[config.mk]
export PLATFORM = sky130hd
export DESIGN_NAME = sum_accum_flat
export DESIGN_NICKNAME = d
export VERILOG_FILES = /design/src/rtl/sum_accum_pkg.sv /design/src/rtl/sum_accum_if.sv /design/src/rtl/sum_accum_dp.sv /design/src/rtl/sum_accum.sv /design/src/flat_wrapper.sv
export SDC_FILE = /design/constraint.sdc
export NUM_CORES = 1
export LEC_CHECK = 0
export BUFFER_PORTS_ARGS = -buffer_cell sky130_fd_sc_hd__buf_2
export CAP_MARGIN = 25
export CORE_UTILIZATION = 53
export DETAILED_ROUTE_END_ITERATION = 8
export MAX_ROUTING_LAYER = met4
export PLACE_DENSITY = 0.78
export SYNTH_ARGS = -nofsm -noshare
export SYNTH_HDL_FRONTEND = slang
export SYNTH_SLANG_ARGS = --single-unit
[constraint.sdc]
create_clock -name clk -period 2.25 [get_ports clk]
set_input_delay 0.1125 -clock clk [delete_from_list [all_inputs] [get_ports clk]]
set_output_delay 0.1125 -clock clk [all_outputs]
set_load 0.01 [all_outputs]
[src/rtl/sum_accum_pkg.sv]
// Shared types and default widths for the sum_accum frame accumulator.
package sum_accum_pkg;

  localparam int N_DEF     = 10;
  localparam int CNT_W_DEF = 8;
  localparam int ACC_W_DEF = 16;

  typedef enum logic [1:0] {
    IDLE  = 2'd0,
    ACCUM = 2'd1,
    DONE  = 2'd2
  } state_e;

  // Smallest accumulator that can never carry out for a full-length frame.
  function automatic int min_safe_acc_w(input int n, input int cnt_w);
    return n + 1 + cnt_w;
  endfunction

endpackage

[src/rtl/sum_accum_if.sv]
// Frame-control, beat-input and result handshake bundle for sum_accum.
interface sum_accum_if
  import sum_accum_pkg::*;
#(
  parameter int N     = N_DEF,
  parameter int CNT_W = CNT_W_DEF,
  parameter int ACC_W = ACC_W_DEF
);
  logic             start;
  logic [CNT_W-1:0] len;
  logic             in_valid;
  logic             in_ready;
  logic [N:0]       in_sum;
  logic             out_valid;
  logic             out_ready;
  logic [ACC_W-1:0] out_acc;
  logic [CNT_W-1:0] out_count;
  logic             ovf;
  logic             busy;

  modport master (
    output start, len, in_valid, in_sum, out_ready,
    input  in_ready, out_valid, out_acc, out_count, ovf, busy
  );

  modport slave (
    input  start, len, in_valid, in_sum, out_ready,
    output in_ready, out_valid, out_acc, out_count, ovf, busy
  );
endinterface

[src/rtl/sum_accum_dp.sv]
// Accumulator datapath: ACC_W+1-bit add, sticky carry flag, optional clamp.
// SUM_ACCUM_SAT_EN: clamp to all-ones on carry instead of wrapping.
module sum_accum_dp
  import sum_accum_pkg::*;
#(
  parameter int N     = N_DEF,
  parameter int ACC_W = ACC_W_DEF
) (
  input  logic             clk,
  input  logic             rst,
  input  logic             clear,
  input  logic             add_en,
  input  logic [N:0]       in_sum,
  output logic [ACC_W-1:0] acc,
  output logic             ovf
);

  logic [ACC_W-1:0] acc_q, acc_d;
  logic             ovf_q, ovf_d;
  logic [ACC_W:0]   sum;

  assign sum = {1'b0, acc_q} + (ACC_W+1)'(in_sum);

  always_comb begin
    acc_d = acc_q;
    ovf_d = ovf_q;
    if (clear) begin
      acc_d = '0;
      ovf_d = 1'b0;
    end else if (add_en) begin
      ovf_d = ovf_q | sum[ACC_W];
`ifdef SUM_ACCUM_SAT_EN
      // Once clamped, any further add carries again, so the clamp holds.
      acc_d = sum[ACC_W] ? {ACC_W{1'b1}} : sum[ACC_W-1:0];
`else
      acc_d = sum[ACC_W-1:0];
`endif
    end
  end

  always_ff @(posedge clk) begin
    if (rst) begin
      acc_q <= '0;
      ovf_q <= 1'b0;
    end else begin
      acc_q <= acc_d;
      ovf_q <= ovf_d;
    end
  end

  assign acc = acc_q;
  assign ovf = ovf_q;

endmodule

[src/rtl/sum_accum.sv]
// Frame accumulator behind adder_nbit: sums len beats, presents total on a handshake.
// SUM_ACCUM_SAT_EN selects saturating accumulation (default: wrap, ovf flags it).
module sum_accum
  import sum_accum_pkg::*;
#(
  parameter int N     = N_DEF,
  parameter int CNT_W = CNT_W_DEF,
  parameter int ACC_W = ACC_W_DEF
) (
  input  logic          clk,
  input  logic          rst,
  sum_accum_if.slave    io
);

  if (ACC_W < N + 1) begin : g_acc_w_chk
    $error("sum_accum: ACC_W must be >= N+1");
  end

  state_e           state_q, state_d;
  logic [CNT_W-1:0] len_q, len_d;
  logic [CNT_W-1:0] cnt_q, cnt_d;
  logic [CNT_W-1:0] cnt_inc;
  logic             beat, load, clear, add_en;

  assign io.in_ready  = (state_q == ACCUM);
  assign io.out_valid = (state_q == DONE);
  assign io.busy      = (state_q != IDLE);

  assign beat    = io.in_valid && io.in_ready;
  assign cnt_inc = cnt_q + CNT_W'(1);
  // A new frame may open from IDLE or on the very cycle the result is taken.
  assign load    = io.start && (io.len != '0) &&
                   ((state_q == IDLE) || ((state_q == DONE) && io.out_ready));

  always_comb begin
    state_d = state_q;
    len_d   = len_q;
    cnt_d   = cnt_q;
    clear   = 1'b0;
    add_en  = 1'b0;
    case (state_q)
      IDLE: begin
        if (load) state_d = ACCUM;
      end
      ACCUM: begin
        if (beat) begin
          add_en = 1'b1;
          cnt_d  = cnt_inc;
          if (cnt_inc == len_q) state_d = DONE;
        end
      end
      DONE: begin
        if (io.out_ready) state_d = load ? ACCUM : IDLE;
      end
      default: state_d = IDLE;
    endcase
    if (load) begin
      len_d = io.len;
      cnt_d = '0;
      clear = 1'b1;
    end
  end

  always_ff @(posedge clk) begin
    if (rst) begin
      state_q <= IDLE;
      len_q   <= '0;
      cnt_q   <= '0;
    end else begin
      state_q <= state_d;
      len_q   <= len_d;
      cnt_q   <= cnt_d;
    end
  end

  sum_accum_dp #(
    .N     (N),
    .ACC_W (ACC_W)
  ) u_dp (
    .clk    (clk),
    .rst    (rst),
    .clear  (clear),
    .add_en (add_en),
    .in_sum (io.in_sum),
    .acc    (io.out_acc),
    .ovf    (io.ovf)
  );

  assign io.out_count = cnt_q;

endmodule

[src/flat_wrapper.sv]
// flat-port wrapper written by rule: the top's interface ports become plain ports
module sum_accum_flat import sum_accum_pkg::*;
#(
  parameter int N     = N_DEF,
  parameter int CNT_W = CNT_W_DEF,
  parameter int ACC_W = ACC_W_DEF
)
  (clk, rst, io_start, io_len, io_in_valid, io_in_sum, io_out_ready, io_in_ready, io_out_valid, io_out_acc, io_out_count, io_ovf, io_busy);
  sum_accum_if #(.N(N), .CNT_W(CNT_W), .ACC_W(ACC_W)) io_i ();
  input  logic clk;
  input  logic rst;
  input wire logic [$bits(io_i.start)-1:0] io_start;
  input wire logic [$bits(io_i.len)-1:0] io_len;
  input wire logic [$bits(io_i.in_valid)-1:0] io_in_valid;
  input wire logic [$bits(io_i.in_sum)-1:0] io_in_sum;
  input wire logic [$bits(io_i.out_ready)-1:0] io_out_ready;
  output wire logic [$bits(io_i.in_ready)-1:0] io_in_ready;
  output wire logic [$bits(io_i.out_valid)-1:0] io_out_valid;
  output wire logic [$bits(io_i.out_acc)-1:0] io_out_acc;
  output wire logic [$bits(io_i.out_count)-1:0] io_out_count;
  output wire logic [$bits(io_i.ovf)-1:0] io_ovf;
  output wire logic [$bits(io_i.busy)-1:0] io_busy;
  assign io_i.start = io_start;
  assign io_i.len = io_len;
  assign io_i.in_valid = io_in_valid;
  assign io_i.in_sum = io_in_sum;
  assign io_i.out_ready = io_out_ready;
  assign io_in_ready = io_i.in_ready;
  assign io_out_valid = io_i.out_valid;
  assign io_out_acc = io_i.out_acc;
  assign io_out_count = io_i.out_count;
  assign io_ovf = io_i.ovf;
  assign io_busy = io_i.busy;
  sum_accum #(.N(N), .CNT_W(CNT_W), .ACC_W(ACC_W)) u_core (.clk(clk), .rst(rst), .io(io_i));
endmodule
== After elaboration in Yosys (flattened, before gate mapping) ==
Index checks and enable logic that the tools add are counted.

* Register bits: 35
* Input port bits: 24
* Latch bits: 0
* Memory bits (writable): 0
* Memory bits (read-only): 0
* Memories kept: 0

* Shifts and indexed selects: 0
* Reduce and logical (&&, ||, !) cells: 12
* Mux-type cells: 9
* Add/sub/neg operators: 2
* Div/mod/pow operators: 0
* $mul: 0
* Equal/unequal tests: 7
* Magnitude comparators: 0
* Bitwise operators: 1

{| class="wikitable"
|+ Operators with widths
! operator !! count
|-
| 16-bit by 11-bit adder with 17-bit output || 1
|-
| 8-bit by 1-bit adder with 8-bit output (second input constant) || 1
|-
| 8-bit == test || 1
|-
| 2-bit 2-to-1 mux || 4
|-
| 8-bit nonzero test || 1
|-
| 2-bit inequality test (second input constant) || 3
|-
| 2-bit case mux with 3 select lines || 1
|-
| 1-bit logical AND || 4
|-
| 1-bit 2-to-1 mux || 4
|-
| 4-bit AND reduction || 1
|-
| 2-bit OR reduction || 2
|-
| 2-bit by 1-bit == test with 1-bit output (second input constant) || 1
|-
| 2-bit == test (second input constant) || 1
|-
| 2-bit zero test || 1
|-
| 2-bit by 1-bit inequality test with 1-bit output (second input constant) || 1
|-
| 2-bit AND reduction || 1
|-
| 2-bit nonzero test || 1
|-
| 1-bit logical OR || 1
|-
| 1-bit OR || 1
|}

== Longest topological paths before layout ==
* Word-level depth: 7
* Gate-level depth with buffers: 8
* Mapped depth without buffers: 8

== Hierarchy ==
A second synthesis with hierarchy kept.

* Cell total of the unflattened synthesis: 255
* Area, all modules: 2217.1 µm²

{| class="wikitable"
|+ By module, submodules not included
! module !! cells an instance !! instances !! area an instance (µm²)
|-
| sum_accum_dp || 137 || 1 || 1189.9
|-
| sum_accum || 118 || 1 || 1027.2
|}

== Worst setup path before layout ==
No wires, ideal clock.

* Kind: register -> register
* Start: register u_core.u_dp.acc_q[0] (netlist: u_core.u_dp.acc[0])
* End: register u_core.u_dp.acc_q[12] (netlist: u_core.u_dp.acc[12])
* Arrival time: 1981 ps
* Setup slack: 152 ps
* Period minus slack after synthesis: 2098 ps
* Required time: 2133 ps
* Cell stages (with the launch flop): 9
* Library setup time: 117 ps
* Path through: dfxtp_1 ha_1 fa_1 a21o_1 a221oi_2 o21ai_1 o211ai_1 xor2_1 nor2_1

* Longest elaborated chain between the ends: 1

{| class="wikitable"
|+ RTL lines
! item !! RTL line !! RTL
|-
| from (decl) || sum_accum_dp.sv:18 || <nowiki>logic [ACC_W-1:0] acc_q, acc_d;</nowiki>
|-
| from (signal assigned) || sum_accum_dp.sv:43 || <nowiki>acc_q <= '0;</nowiki>
|-
| from (signal assigned) || sum_accum_dp.sv:46 || <nowiki>acc_q <= acc_d;</nowiki>
|-
| 16-bit by 11-bit adder with 17-bit output || sum_accum_dp.sv:22 || <nowiki>assign sum = {1'b0, acc_q} + (ACC_W+1)'(in_sum);</nowiki>
|}

No other way between the ends.
A chain may end at the register's enable or synchronous reset.

== Final worst setup path ==
Same ends and word-level chain as after synthesis.

==> flow_metrics.py <==
metrics = {
    "worst_setup_path": {
        "crit_fanout": 3,
        "critPathCaptureType": "flip-flop",
        "timing.rr.end": "u_core.u_dp.acc[12]",
        "critical_path_arrival_ps": 2310,
        "r2r_start": "u_core.u_dp.acc[0]",
        "worst_r2r_path_depth": 8,
        "r2r_setup_slack_ps": 130,
        "worst-setup-path-type": "flip-flop to flip-flop",
        "start_kind": "flip-flop",
        "critPathRequiredTime_ps": 2430,
    },
    "logic_synthesis": {
        "postSynth.asyncResetShare_pct": 0,
        "yosys_register_bits": 35,
        "synth.avg_cell_area_um2": 8.79,
        "post-synth-top-area-fraction_pct": 33.4,
        "syn-instance-count": 239,
        "yosysUniqueCellTypes": 49,
        "synth_top_cell_by_area": "sky130_fd_sc_hd__dfxtp_1",
        "synth_commonest_cells": "sky130_fd_sc_hd__dfxtp_1, sky130_fd_sc_hd__nand2_1, sky130_fd_sc_hd__nor2_1",
        "ys.flop_type": "sky130_fd_sc_hd__dfxtp_1",
        "synthesis_warnings": 0,
        "netlist_area_um2": 2100,
        "yosysMostFrequentCell": "sky130_fd_sc_hd__dfxtp_1",
        "synth_edf_count": 0,
        "synth.area.top_cells": "sky130_fd_sc_hd__dfxtp_1, sky130_fd_sc_hd__ha_1, sky130_fd_sc_hd__xnor2_1",
        "synth_sequential_area_ratio_pct": 33.4,
        "postSynthNetCount": 276,
    },
    "global_routing": {
        "gr-usage-met3_pct": 4.40,
        "grt.busiest_layer": "met2",
        "grt_first_pass_wirelength_um": 8010,
        "grt.overflow.total": 0,
        "grt_antenna_before_repair": 0,
        "globalRouteTotalUtil_pct": 25.4,
        "grt_start_max_net_pins": 18,
        "globalRouteMet1Util_pct": 30.7,
        "first_global_vias": 1814,
        "global_route.usage.met2_pct": 41.9,
    },
    "route": {
        "post-route-drc-count": 0,
        "avgRoutedWirePerCell_um": 13.9,
        "starting_drt_drc_count": 91,
        "ant_nets": 0,
        "detailroute.via_count": 1950,
        "drt-vias-per-instance": 5.64,
        "firstDrtPassIters": 4,
        "wirelength_um": 4810,
    },
    "pwr": {
        "power_leakage_nw": 1.21,
        "power_switching_share_pct": 27.4,
        "power.switching_w": 0.000393,
        "power_frac_clock_pct": 35.4,
        "power.density_nw_per_um2": 561,
        "power.internal_w": 0.00104,
        "sequentialPowerShare_pct": 46.3,
        "p_comb_share_pct": 18.3,
        "report.power.total_w": 0.00143,
        "vdd.ir_drop.worst_mv": 0.375,
    },
    "cts": {
        "cts_inserted_buffers": 5,
        "h_tree_depth_reported_by_cts": 2,
        "cts_hold_buf": 0,
        "cts-root-buf": "sky130_fd_sc_hd__clkbuf_8",
        "cts-root-to-sink-buffers": 2,
        "worst_skew_pair.late_latency_ps": 290,
        "tritoncts": "built",
        "clk_pin_slew_worst_paths_ps": 70,
        "cts_num_sinks": 35,
    },
    "sta": {
        "final_period_minus_worst_setup_slack_ps": 2120,
        "timing.fmax_mhz": 471,
        "relSlewSlack_pct": 72.2,
        "final_setup_violation_count": 0,
        "final-max-slew-violation-count": 0,
        "hold_violations_final": 0,
        "clock-skew-final_ps": 3.44,
        "finalCritPeriodShare_pct": 94.3,
        "worst_slew_pin_slew_ps": 416,
    },
    "floorplanning": {
        "die_area_um2": 4220,
        "row_count": 22,
        "io_pins": 52,
        "core_area_um2": 3740,
        "dieWidth_um": 65.0,
        "floorplan.initialDensity_pct": 56.1,
        "dieHeight_um": 65.0,
    },
    "hold_path": {
        "timing.hold.worst_endpoint": "u_core.len_q[6]",
        "min-delay-start": "io_len[6]",
        "hold-path-cell-count": 3,
        "holdCritPathClass": "primary input to flip-flop",
    },
    "placement": {
        "final_hpwl_dp_um": 3440,
        "placement.io_buffers": 51,
        "detailed_place.area_um2": 2410,
        "gp_routability_congestion": 0.872,
    },
    "finish": {
        "antennaDiodeCount": 0,
        "nets": 334,
        "fin_area_um2": 2550,
        "post_route_cells_drive_above_1_share_pct": 26.8,
        "areaGrowthSynthToFinish_pct": 21.6,
    },
    "job": {
        "number_of_maximum_capacitance_constraint_violations": 0,
    },
    "outcome": {
        "run_status": "finished clean",
    },
}
## registers in the layout, indices dropped and copies added (netlist names)
name,flops
u_core.io.out_count,8
u_core.len_q,8
u_core.state_q,2
u_core.u_dp.acc,16
u_core.u_dp.ovf,1
## final cells by class
cell class | count | area [um2]
Sequential cell | 35 | 701
Clock buffer | 8 | 100
Tap cell | 48 | 60.1
Fill cell | 331 | 1190
Inverter | 7 | 26.3
Multi-Input combinational cell | 188 | 1350
Timing Repair Buffer | 60 | 323
## metal layers
metal  routed length, um  part of all wire, %
met3                 221                  4.6
met2                2350                   49
met5                   0                    0
met1                2160                   45
met4                  74                  1.5
## through the flow
step                std cells  setup TNS (ps)  utilization, %  setup WS (ps)  hold WS, ps
floorplan                 239               0               -            152          251
global placement          335               0            64.5           88.0          369
detailed placement        335               0            64.5           51.0          376
CTS                       344               0            67.4           3.12         78.1
global route              346           -3.04            68.2          -2.36          109
finish                    346               0            68.2            128         81.5
## kinds of logic (layout without fill, tap and decap cells)
logic type,after synthesis,in the layout,synth area share [%]
multiplexers,10,10,4.76
XOR/XNOR,22,22,9.17
AO/OA/AOI/OAI,62,62,21.5
flip-flops,35,35,33.4
buffers and inverters,16,75,3.45
AND/OR/NAND/NOR,81,81,19.7
adder cells (fa/ha/maj),13,13,8.10
## power by group through the flow
stage          Sequential [W]  Combinational (W)  Clock, W
2_1_floorplan        0.000677           0.000173         0
3_3_place_gp         0.000677           0.000248         0
3_5_place_dp         0.000678           0.000253         0
4_1_cts              0.000663           0.000256  0.000514
5_1_grt              0.000667           0.000292  0.000537
6_report             0.000664           0.000263  0.000507
## worst max path at each step
| stage | depth (start not counted) | endpoint | start |
|---|---|---|---|
| after floorplan | 8 | u_core.u_dp.acc[12] | u_core.u_dp.acc[0] |
| after global placement | 8 | u_core.u_dp.acc[12] | u_core.u_dp.acc[0] |
| after detailed placement | 8 | u_core.u_dp.acc[14] | u_core.u_dp.acc[0] |
| after CTS | 8 | u_core.u_dp.acc[12] | u_core.u_dp.acc[0] |
| after global routing | 9 | u_core.u_dp.acc[6] | u_core.u_dp.acc[0] |
| final | 8 | u_core.u_dp.acc[12] | u_core.u_dp.acc[0] |
## cells in the final DEF, fill, tap and decap left out, types with 2 or more instances in the layout
cell                        netlist  routed
sky130_fd_sc_hd__o21a_1           3       3
sky130_fd_sc_hd__inv_1            7       7
sky130_fd_sc_hd__o21ai_0          9       8
sky130_fd_sc_hd__and2_1           3       3
sky130_fd_sc_hd__o21bai_1         3       3
sky130_fd_sc_hd__a21oi_1         16      16
sky130_fd_sc_hd__a211oi_1         3       3
sky130_fd_sc_hd__buf_2            4      51
sky130_fd_sc_hd__nand3_1          8       8
sky130_fd_sc_hd__o2111ai_1        2       2
sky130_fd_sc_hd__dfxtp_1         35      35
sky130_fd_sc_hd__or3_1            5       5
sky130_fd_sc_hd__o31ai_1          4       4
sky130_fd_sc_hd__nand2_1         27      27
sky130_fd_sc_hd__o211ai_1         3       3
sky130_fd_sc_hd__and3_1           4       4
sky130_fd_sc_hd__nor4_2           2       2
sky130_fd_sc_hd__buf_4            0       9
sky130_fd_sc_hd__ha_1            12      12
sky130_fd_sc_hd__mux2i_1         10      10
sky130_fd_sc_hd__a21o_1           6       6
sky130_fd_sc_hd__xnor2_1         14      14
sky130_fd_sc_hd__nor2_1          17      17
sky130_fd_sc_hd__nand4_1          4       4
sky130_fd_sc_hd__nor2b_1          2       2
sky130_fd_sc_hd__and3_4           2       2
sky130_fd_sc_hd__clkbuf_8         0       7
sky130_fd_sc_hd__xor2_1           8       8
## critical path: stages, from the launching register on
cell	delay, ps
sky130_fd_sc_hd__dfxtp_1	320
sky130_fd_sc_hd__ha_1	230
sky130_fd_sc_hd__fa_2	360
sky130_fd_sc_hd__a21o_1	210
sky130_fd_sc_hd__a221oi_4	320
sky130_fd_sc_hd__o21ai_2	110
sky130_fd_sc_hd__o211ai_1	240
sky130_fd_sc_hd__xor2_1	180
sky130_fd_sc_hd__nor2_1	50
## timing repair
item	4_1_cts	5_1_grt
endpoints found under the setup margin	1	4
pin swaps	1	5
buffers inserted	1	2
gates resized for setup	0	4
No activity file was read; power rests on OpenSTA's default activity.
